--- src/rtl/cacheline_adapter_pkg.sv ---
// Shared constants and state encoding for the cache-line to memory-burst adapter.
package cacheline_adapter_pkg;

    localparam int LINE_WIDTH = 256;
    localparam int BEAT_WIDTH = 64;
    localparam int BEATS      = LINE_WIDTH / BEAT_WIDTH;

    localparam logic [31:0] LINE_MASK = 32'hFFFF_FFE0;

    typedef logic [2:0] state_t;

    localparam state_t ST_IDLE     = 3'd0;
    localparam state_t ST_RD_REQ   = 3'd1;
    localparam state_t ST_RD_WAIT  = 3'd2;
    localparam state_t ST_WR_BURST = 3'd3;
    localparam state_t ST_RESP     = 3'd4;

endpackage

--- src/rtl/cacheline_adapter.sv ---
// Converts one 256-bit cache line read/write on dfp_* into a 4-beat 64-bit burst on bmem_*.
module cacheline_adapter
    import cacheline_adapter_pkg::*;
(
    input  logic                  clk,
    input  logic                  rst_n,
    input  logic [31:0]           dfp_addr,
    input  logic                  dfp_read,
    input  logic                  dfp_write,
    input  logic [LINE_WIDTH-1:0] dfp_wdata,
    output logic [LINE_WIDTH-1:0] dfp_rdata,
    output logic                  dfp_resp,
    output logic [31:0]           bmem_addr,
    output logic                  bmem_read,
    output logic                  bmem_write,
    output logic [BEAT_WIDTH-1:0] bmem_wdata,
    input  logic                  bmem_ready,
    input  logic [31:0]           bmem_raddr,
    input  logic [BEAT_WIDTH-1:0] bmem_rdata,
    input  logic                  bmem_rvalid
);

    state_t                  state;
    logic [1:0]              count;
    logic [31:0]             addr_q;
    logic [LINE_WIDTH-1:0]   line_q;
    logic [LINE_WIDTH-1:0]   rdata_q;
    logic [7:0]              slot_lsb;

    assign slot_lsb = {count, 6'd0};

    // rdata_q is only refreshed when a read completes, so writes never disturb dfp_rdata
    always_ff @(posedge clk or negedge rst_n) begin
        if (!rst_n) begin
            state   <= ST_IDLE;
            count   <= 2'd0;
            addr_q  <= 32'd0;
            line_q  <= '0;
            rdata_q <= '0;
        end else begin
            case (state)
                ST_IDLE: begin
                    if (dfp_write) begin
                        addr_q <= dfp_addr & LINE_MASK;
                        line_q <= dfp_wdata;
                        count  <= 2'd0;
                        state  <= ST_WR_BURST;
                    end else if (dfp_read) begin
                        addr_q <= dfp_addr & LINE_MASK;
                        count  <= 2'd0;
                        state  <= ST_RD_REQ;
                    end
                end
                ST_RD_REQ: begin
                    if (bmem_ready) begin
                        state <= ST_RD_WAIT;
                    end
                end
                ST_RD_WAIT: begin
                    if (bmem_rvalid && (bmem_raddr == addr_q)) begin
                        line_q[slot_lsb +: BEAT_WIDTH] <= bmem_rdata;
                        count <= count + 2'd1;
                        if (count == 2'd3) begin
                            rdata_q <= {bmem_rdata, line_q[LINE_WIDTH-BEAT_WIDTH-1:0]};
                            state   <= ST_RESP;
                        end
                    end
                end
                ST_WR_BURST: begin
                    if (bmem_ready) begin
                        count <= count + 2'd1;
                        if (count == 2'd3) begin
                            state <= ST_RESP;
                        end
                    end
                end
                ST_RESP: begin
                    state <= ST_IDLE;
                end
                default: begin
                    state <= ST_IDLE;
                end
            endcase
        end
    end

    assign bmem_addr  = addr_q;
    assign bmem_read  = (state == ST_RD_REQ);
    assign bmem_write = (state == ST_WR_BURST);
    assign bmem_wdata = bmem_write ? line_q[slot_lsb +: BEAT_WIDTH] : '0;
    assign dfp_resp   = (state == ST_RESP);
    assign dfp_rdata  = rdata_q;

endmodule

--- config.mk ---
export PLATFORM = sky130hd
export DESIGN_NAME = cacheline_adapter
export DESIGN_NICKNAME = d
export VERILOG_FILES = /design/src/rtl/cacheline_adapter_pkg.sv /design/src/rtl/cacheline_adapter.sv
export SDC_FILE = /design/constraint.sdc
export NUM_CORES = 1
export LEC_CHECK = 0
export ABC_AREA = 1
export CORE_AREA = 2 2 290 292
export DETAILED_ROUTE_END_ITERATION = 7
export DIE_AREA = 0 0 292 294
export PLACE_DENSITY_LB_ADDON = 0.15
export SLEW_MARGIN = 20
export SYNTH_ARGS = -nofsm -noshare
export SYNTH_HDL_FRONTEND = slang
export SYNTH_SLANG_ARGS = --single-unit
--- constraint.sdc ---
create_clock -name clk -period 3.5 [get_ports clk]
set_input_delay 0.35 -clock clk [delete_from_list [all_inputs] [get_ports clk]]
set_output_delay 0.35 -clock clk [all_outputs]
set_load 0.01 [all_outputs]
; Word level (Yosys, flattened, before mapping)
; Cells that the tools add are included.
[op_classes]
n_addsub = 2
n_eq_ne = 11
shifts = 3
n_mux = 19
n_reduce_logical = 10
[ops]
columns = operator, count
row1 = 256-bit two-way mux, 2
row2 = 256-bit one-hot mux with 2 select lines, 1
row3 = 256-bit bitwise mux, 1
row4 = 64-bit by 10-bit variable shift with 256-bit output (first input constant), 1
row5 = 256-bit by 9-bit variable part select with 64-bit output, 1
row6 = 64-bit by 10-bit variable part select with 256-bit output, 1
row7 = 32-bit two-way mux, 2
row8 = 64-bit two-way mux, 1
row9 = 32-bit == test, 1
row10 = 3-bit two-way mux, 6
row11 = 3-bit one-hot mux with 4 select lines, 1
row12 = 8-bit negation with 10-bit output, 1
row13 = 2-bit two-way mux, 4
row14 = 4-bit AND reduction, 2
row15 = 3-bit by 2-bit == test with 1-bit output (second input constant), 2
row16 = 2-bit one-hot mux with 3 select lines, 1
row17 = 3-bit AND reduction, 2
row18 = 2-bit by 1-bit inequality test with 1-bit output (second input constant), 2
row19 = 2-bit inequality test (second input constant), 2
row20 = 2-bit nonzero test, 2
row21 = 3-bit by 1-bit == test with 1-bit output (second input constant), 1
row22 = 3-bit == test (second input constant), 1
row23 = 3-bit zero test, 1
row24 = 3-bit inequality test (second input constant), 1
row25 = 5 further kinds, 5
[totals]
reg_bits = 549
out_inout_bits = 355

; Logic depth before layout (Yosys ltp)
; Gate-level depths: netlist (run 1).
[depth]
ltp_word = 5
mapped_depth = 14
depth_no_buf = 13

; Worst setup path before layout (run 1)
; No wires, ideal clock.
[synth_path]
path_type = register to register
from = register count[0]
to = register line_q[10]
setup_ns = 0.067
t_arrival_ns = 2.438
path_slack_ns = 0.995
path_stages_with_launch = 12
path_buffers = 4
period_less_slack_ns = 2.505
path_cell_list = dfrtp_1 -> buf_2 -> inv_2 -> clkbuf_1 -> clkbuf_1 -> ha_1 -> nor3_1 -> inv_1 -> clkbuf_1 -> o21ai_0 -> nand4_1 -> nand2_1
[synth_between]
elab_chain_len = 5
[synth_lines]
columns = item, line
row1 = "start, declared", cacheline_adapter.sv:24  ; logic [1:0] count;
row2 = "start signal, assigned", cacheline_adapter.sv:62  ; count <= count + 2'd1;
row3 = "start signal, assigned", cacheline_adapter.sv:71  ; count <= count + 2'd1;
row4 = 8-bit negation with 10-bit output (*), cacheline_adapter.sv:61  ; line_q[slot_lsb +: BEAT_WIDTH] <= bmem_rdata;
row5 = 64-bit by 10-bit variable part select with 256-bit output or 64-bit by 10-bit variable shift with 256-bit output (tied branches), cacheline_adapter.sv:61
row6 = 256-bit bitwise mux (*), cacheline_adapter.sv:61
row7 = 256-bit two-way mux (*), cacheline_adapter.sv:60  ; if (bmem_rvalid && (bmem_raddr == addr_q)) begin
row8 = 256-bit one-hot mux with 2 select lines (*), cacheline_adapter.sv:41  ; case (state)
row9 = "end signal, assigned", cacheline_adapter.sv:45  ; line_q <= dfp_wdata;
row10 = "end signal, assigned by index", cacheline_adapter.sv:61
row11 = "end, declared", cacheline_adapter.sv:26  ; logic [LINE_WIDTH-1:0] line_q;
; Every way passes the cells marked *; elsewhere a longest branch is shown, timed or not. The select of a mux whose other input is x is not followed.
; A chain may end at the register's enable or synchronous reset.

; Worst setup path in the final report (run 1)
[layout_path]
from = register count[1]
to = output port bmem_wdata[63]
[layout_between]
elab_chain_len = 2
[layout_lines]
columns = item, line
row1 = 256-bit by 9-bit variable part select with 64-bit output, cacheline_adapter.sv:90  ; assign bmem_wdata = bmem_write ? line_q[slot_lsb +: BEAT_WIDTH] : '0;
row2 = 64-bit two-way mux, cacheline_adapter.sv:90
row3 = "end, declared", cacheline_adapter.sv:16  ; output logic [BEAT_WIDTH-1:0] bmem_wdata,
; No other way between the ends.

==> run metrics, run 1 <==
Fmax achieved 0.300 GHz; vias per cell 5.05; Die H 294 um; fin crit share 0.952; routability cong. 0.889; ys async rst share 1.00; critical path class flip-flop to primary output; Core Area 82900 sq um; most numerous cell in the Yosys netlist nand2_1; min-delay worst type input pin to flip-flop; area delta synth->final 38.4%; Hold-fix buffers, CTS 1; H-tree Lvls 3; post-cts resize count 0; #FFs+latches synth 544; Post-DRT Antenna Nets 0; vias 27124; largest net degree at the start of global routing 189; total chip power 27.9 mW; Cell Area, Synth 27400 sq um; Setup Skew 28.5 ps; grt total ovfl 0; Post-synth EDFFs 0; Worst R2R Setup Slack 580 ps; Synth warnings 0; number of global-route vias before repair 26185; arrival time worst endpoint 2980 ps; initial antenna violation count 17; layout cells sized above 1 0.0486; dpl hpwl 79500 um; Total GRT Usage 0.264; per-cell routed wire length 21.7 um; DIE AREA 85800 sq um; Tmin final 3330 ps; Worst setup EP type primary output; Mapped Avg Cell Area 7.54 sq um; Pins Over Slew Limit 0; CTS buffer count 67; Crit path required time 3150 ps; final net count 4631; # fillers 8375; setup ws final 168 ps; CTS Buffer Depth 3; IO buf count 734; Final Hold Vio Count 0; status completed; starting density of the core 0.331; Place WS 547 ps; Area contributors post-synth dfrtp_1 50%, nand2_1 13%, o21ai_0 6.6%; leading area contributor after synthesis dfrtp_1; routed wire length 116000 um; final setup TNS 0 ps; crit start category flip-flop; Synth cell types 33; global-route wire length before repair 172000 um; TritonCTS clock tree done; sequential share of the synthesized area 0.497; # IOs 745; DR iter-0 viols 2285; unrepaired setup endpoints after global routing no; DRC 0; Final setup viols 0; Worst VDD drop 0.636 mV; worst-margin pin slew 953 ps; Placement Rows 106; Post-CTS Setup Bufs 0; Synth top cells by count 980 x nand2_1, 544 x dfrtp_1, 419 x nor2_1; Worst slew margin 0.365; share of the synthesized area in the top cell type 0.497; Clock Latency Late Sink 610 ps; Worst-path clk slew 60 ps; drt first pass iters 6; Most used DFF post-synth dfrtp_1; Maximum Capacitance Violations 0; CP max FO 54; P_leak 18.5 nW; Die Wd 292 um; Root Buffer Master clkbuf_16; power density cells 734 nW/um^2; CTS Sinks 544; Synth Instances 3636
==> routing by layer <==
layer	global-route usage	vias up	routed length (um)
li1	-	12895	-
met1	0.354	12910	49600
met2	0.418	1130	54100
met3	0.0552	185	9030
met4	0.100	4	3760
met5	0	-	23
==> final timing paths <==
path / startpoint / endpoint / cells after the start
min reg2reg: line_q[76] / line_q[76] / 2
max: count[1] / bmem_wdata[63] / 4
max in group asynchronous: rst_n / dfp_rdata[140] / 4
min: dfp_addr[9] / bmem_addr[9] / 3
min in group asynchronous: rst_n / bmem_addr[11] / 2
max reg2reg: state[1] / line_q[154] / 10
==> cells by family after synthesis <==
logic type / Yosys count / synth area share
muxes: 8 / 0.00329
buffers and inverters: 659 / 0.102
and+or+nand+nor: 1619 / 0.243
xor gates and xnor gates: 6 / 0.00192
AOI/OAI and AO/OA: 795 / 0.151
DFF: 544 / 0.497
adders and majority gates: 4 / 0.00183
other: 1 / 0.000137
==> cell usage in the layout (no fill, tap or decap), types with 2 or more instances in the layout <==
master,count
buf_12,29
buf_4,41
xor2_1,2
nand2_4,3
clkbuf_8,12
nand2_1,975
nand4_1,192
or2_4,2
mux2_2,8
dfrtp_4,2
xnor2_1,4
dfrtp_1,542
nor3_1,4
nand2_8,2
nor2_4,3
clkbuf_16,67
inv_2,7
o211ai_1,64
clkinvlp_4,2
nand3_1,10
inv_1,374
clkbuf_1,16
conb_1,5
nor2_1,419
nand3_4,5
ha_1,4
a21oi_1,341
o21ai_0,359
clkinv_8,4
diode_2,12
o21ai_1,29
clkinv_2,10
clkdlybuf4s50_1,733
bufinv_16,3
nand2_2,2
==> final cells by class <==
cell class / instances / area, sq um / share of cell area
antenna: 12 / 30.0 / 0.000792
clock buffer: 95 / 1900 / 0.0501
clock inverter: 21 / 238 / 0.00627
inverter: 382 / 1440 / 0.0380
multi-input combinational: 2437 / 11100 / 0.293
sequential: 544 / 13600 / 0.359
tap: 1080 / 1350 / 0.0356
timing repair buffer: 805 / 8250 / 0.218
==> power by group <==
| group | switching [mW] | internal [mW] |
|---|---|---|
| sequential | 1.18 | 7.91 |
| combinational | 8.12 | 3.75 |
| clock | 2.87 | 4.02 |
| total | 12.2 | 15.7 |
==> metrics by stage <==
stage | hold WS (ps) | cells | util | instance area [sq um]
6_report | 324 | 5376 | 0.458 | 37900
5_1_grt | 330 | 5376 | 0.458 | 37900
4_1_cts | 289 | 5364 | 0.457 | 37900
3_5_place_dp | 427 | 5247 | 0.431 | 35700
3_3_place_gp | 410 | 5247 | 0.431 | 35700
2_1_floorplan | 54.4 | 3640 | - | 27400
==> critical path, cell delays in order, from the launching register on <==
cell and delay, ps:
dfrtp_4 510, buf_4 590, o211ai_1 200, a21oi_1 440, clkdlybuf4s50_1 630
==> registers in the layout, indices dropped and copies added (netlist names) <==
register and count:
bmem_addr 27, state 3, dfp_rdata 256, count 2
line_q 256
No activity file was read; power rests on OpenSTA's default activity.
==> run 2, diff against run 1 <==
Settings changed: CORE_AREA 2 2 290 292 to 2 2 286 288, DIE_AREA 0 0 292 294 to 0 0 288 290.
==> run 2 against run 1 <==
Sequential power increased by 0.6%. Hold slack got worse by 54 ps. Die area decreased by 2.7%. Final cell count decreased by 0.30%. Register-to-register slack about the same. Maximum frequency increased by 0.24%. Largest cell class unchanged. Non-clock buffer count decreased by 5. Utilization increased by 1.5 points. Via count increased by 0.17%. Wire length increased by 0.15%. Total power increased by 0.54%.
==> run metrics, run 2 (same netlist as run 1, synthesis figures left out) <==
slowest stage cell, crit path clkdlybuf4s50_1; CTS Sinks 544; # IOs 745; Worst R2R Setup Slack 580 ps; Worst slew margin 0.314; min-delay worst type input pin to asynchronous set/reset pin; Sw Ratio 0.436; P_leak 18.5 nW; total internal power 15.8 mW; launching point of the worst reg2reg path count[0]; worst-path cell chain nor2_4 -> nand2_4 -> buf_12 -> a21oi_1 -> clkdlybuf4s50_1; sw power 12.2 mW; reg2reg end line_q[12]; fin crit share 0.950; per-cell routed wire length 21.8 um; Worst VDD drop 0.838 mV; global-route wire length before repair 174000 um; area delta synth->final 38.3%; Finished Layout Cells 5360; Final Hold Vio Count 0; routability cong. 0.889; Pins Over Slew Limit 0; Maximum Capacitance Violations 0; commonest non-fill, non-tap cell in the layout nand2_1; CP top delay family buffers and inverters; Die Wd 288 um; worst-case reg-to-reg path depth 9; Die H 290 um; setup ws final 176 ps; drt first pass iters 8; Tmin final 3320 ps; Total GRT Usage 0.274; Setup Skew 34.8 ps; grt total ovfl 0; TritonCTS clock tree done; CP max stage delay 610 ps; vias 27171; worst-margin pin slew 1030 ps; Comb power frac 0.422; Post-DRT Antenna Nets 0; DRC 0; CTS buffer count 68; layout cells sized above 1 0.0472; power density cells 739 nW/um^2; unrepaired setup endpoints after global routing no; DR iter-0 viols 2158; Worst-path clk slew 50 ps; Root Buffer Master clkbuf_16; Core Area 80200 sq um; number of global-route vias before repair 26665; Final setup viols 0; critical path class flip-flop to primary output; Clk pwr share 0.251; Place WS 664 ps; Post-CTS Setup Bufs 0; CP max FO 35; Flop pwr share 0.326; Clock Latency Late Sink 610 ps; CTS Buffer Depth 3; CP bufs+invs 2; routed wire length 117000 um; placed cell areas 35700 sq um; Fmax achieved 0.301 GHz; post-cts resize count 0; largest net degree at the start of global routing 170; DIE AREA 83500 sq um; crit start category flip-flop; Design Area, Final 37900 sq um; arrival time worst endpoint 2970 ps; placed cell count 5222; Worst setup EP type primary output; vias per cell 5.07; Crit path required time 3150 ps; Hold-fix buffers, CTS 1; most frequent cells in the layout 975 x nand2_1, 733 x clkdlybuf4s50_1, 542 x dfrtp_1, 419 x nor2_1, 374 x inv_1; status completed; starting density of the core 0.342; initial antenna violation count 25; final net count 4627; dpl hpwl 78000 um; IO buf count 734; Placement Rows 104; final setup TNS 0 ps; H-tree Lvls 3
[run 2: cell types whose count changed in the layout (fill, tap and decap cells not counted), moves of 2 or more]
| cell | before | now |
|---|---|---|
| buf_12 | 29 | 27 |
| buf_4 | 41 | 38 |
| clkbuf_1 | 16 | 21 |
| clkbuf_16 | 67 | 70 |
| clkbuf_8 | 12 | 15 |
| clkinv_2 | 10 | 8 |
| clkinvlp_4 | 2 | 0 |
| diode_2 | 12 | 17 |
[run 2: how the worst max path moves through the flow]
stage             start        endpoint  depth (start not counted)
2_1_floorplan  count[0]      line_q[10]                         11
3_3_place_gp   count[0]      line_q[10]                          9
3_5_place_dp   count[1]     line_q[162]                          6
4_1_cts        state[2]  bmem_wdata[22]                          5
5_1_grt        state[2]  bmem_wdata[22]                          5
6_report       state[2]  bmem_wdata[22]                          5
[run 2: power groups by stage]
stage               Clock [mW]  Sequential (mW)  Combinational (mW)
floorplan                    0             8.84                7.21
global placement             0             9.20                11.6
detailed placement           0             9.20                11.7
CTS                       7.17             9.11                11.8
global route              7.43             9.32                13.0
finish                    7.04             9.14                11.8
[run 2: worst reg2reg max path, delay by kind of cell (launching register included)]
family / cells / cell delay (ps)
buffers and inverters: 4 / 1090
AND/OR/NAND/NOR: 3 / 670
flip-flops: 1 / 530
AO/OA/AOI/OAI: 1 / 300
adder cells (fa/ha/maj): 1 / 250
[run 2: layer usage]
layer / track usage / vias to the layer above / part of all wire
met5: 0 / - / 0.00077
met4: 0.127 / 16 / 0.042
met3: 0.0601 / 234 / 0.078
met2: 0.422 / 1167 / 0.46
met1: 0.367 / 12850 / 0.42
li1: - / 12904 / -
[run 2: layout make-up]
| type | instances | area, sq um |
|---|---|---|
| Clock inverter | 14 | 158 |
| Multi-Input combinational cell | 2437 | 11100 |
| Tap cell | 1060 | 1330 |
| Inverter | 382 | 1440 |
| Fill cell | 8042 | 42200 |
| Antenna cell | 17 | 42.5 |
| Timing Repair Buffer | 800 | 8190 |
| Clock buffer | 106 | 2040 |
| Sequential cell | 544 | 13600 |
[run 2: metrics by stage]
step | total power [mW] | hold slack [ps] | util
finish | 28.0 | 271 | 0.473
detailed placement | 20.9 | 391 | 0.445
CTS | 28.0 | 285 | 0.472
global placement | 20.8 | 384 | 0.445
floorplan | 16.1 | 54.4 | -
global route | 29.8 | 311 | 0.473
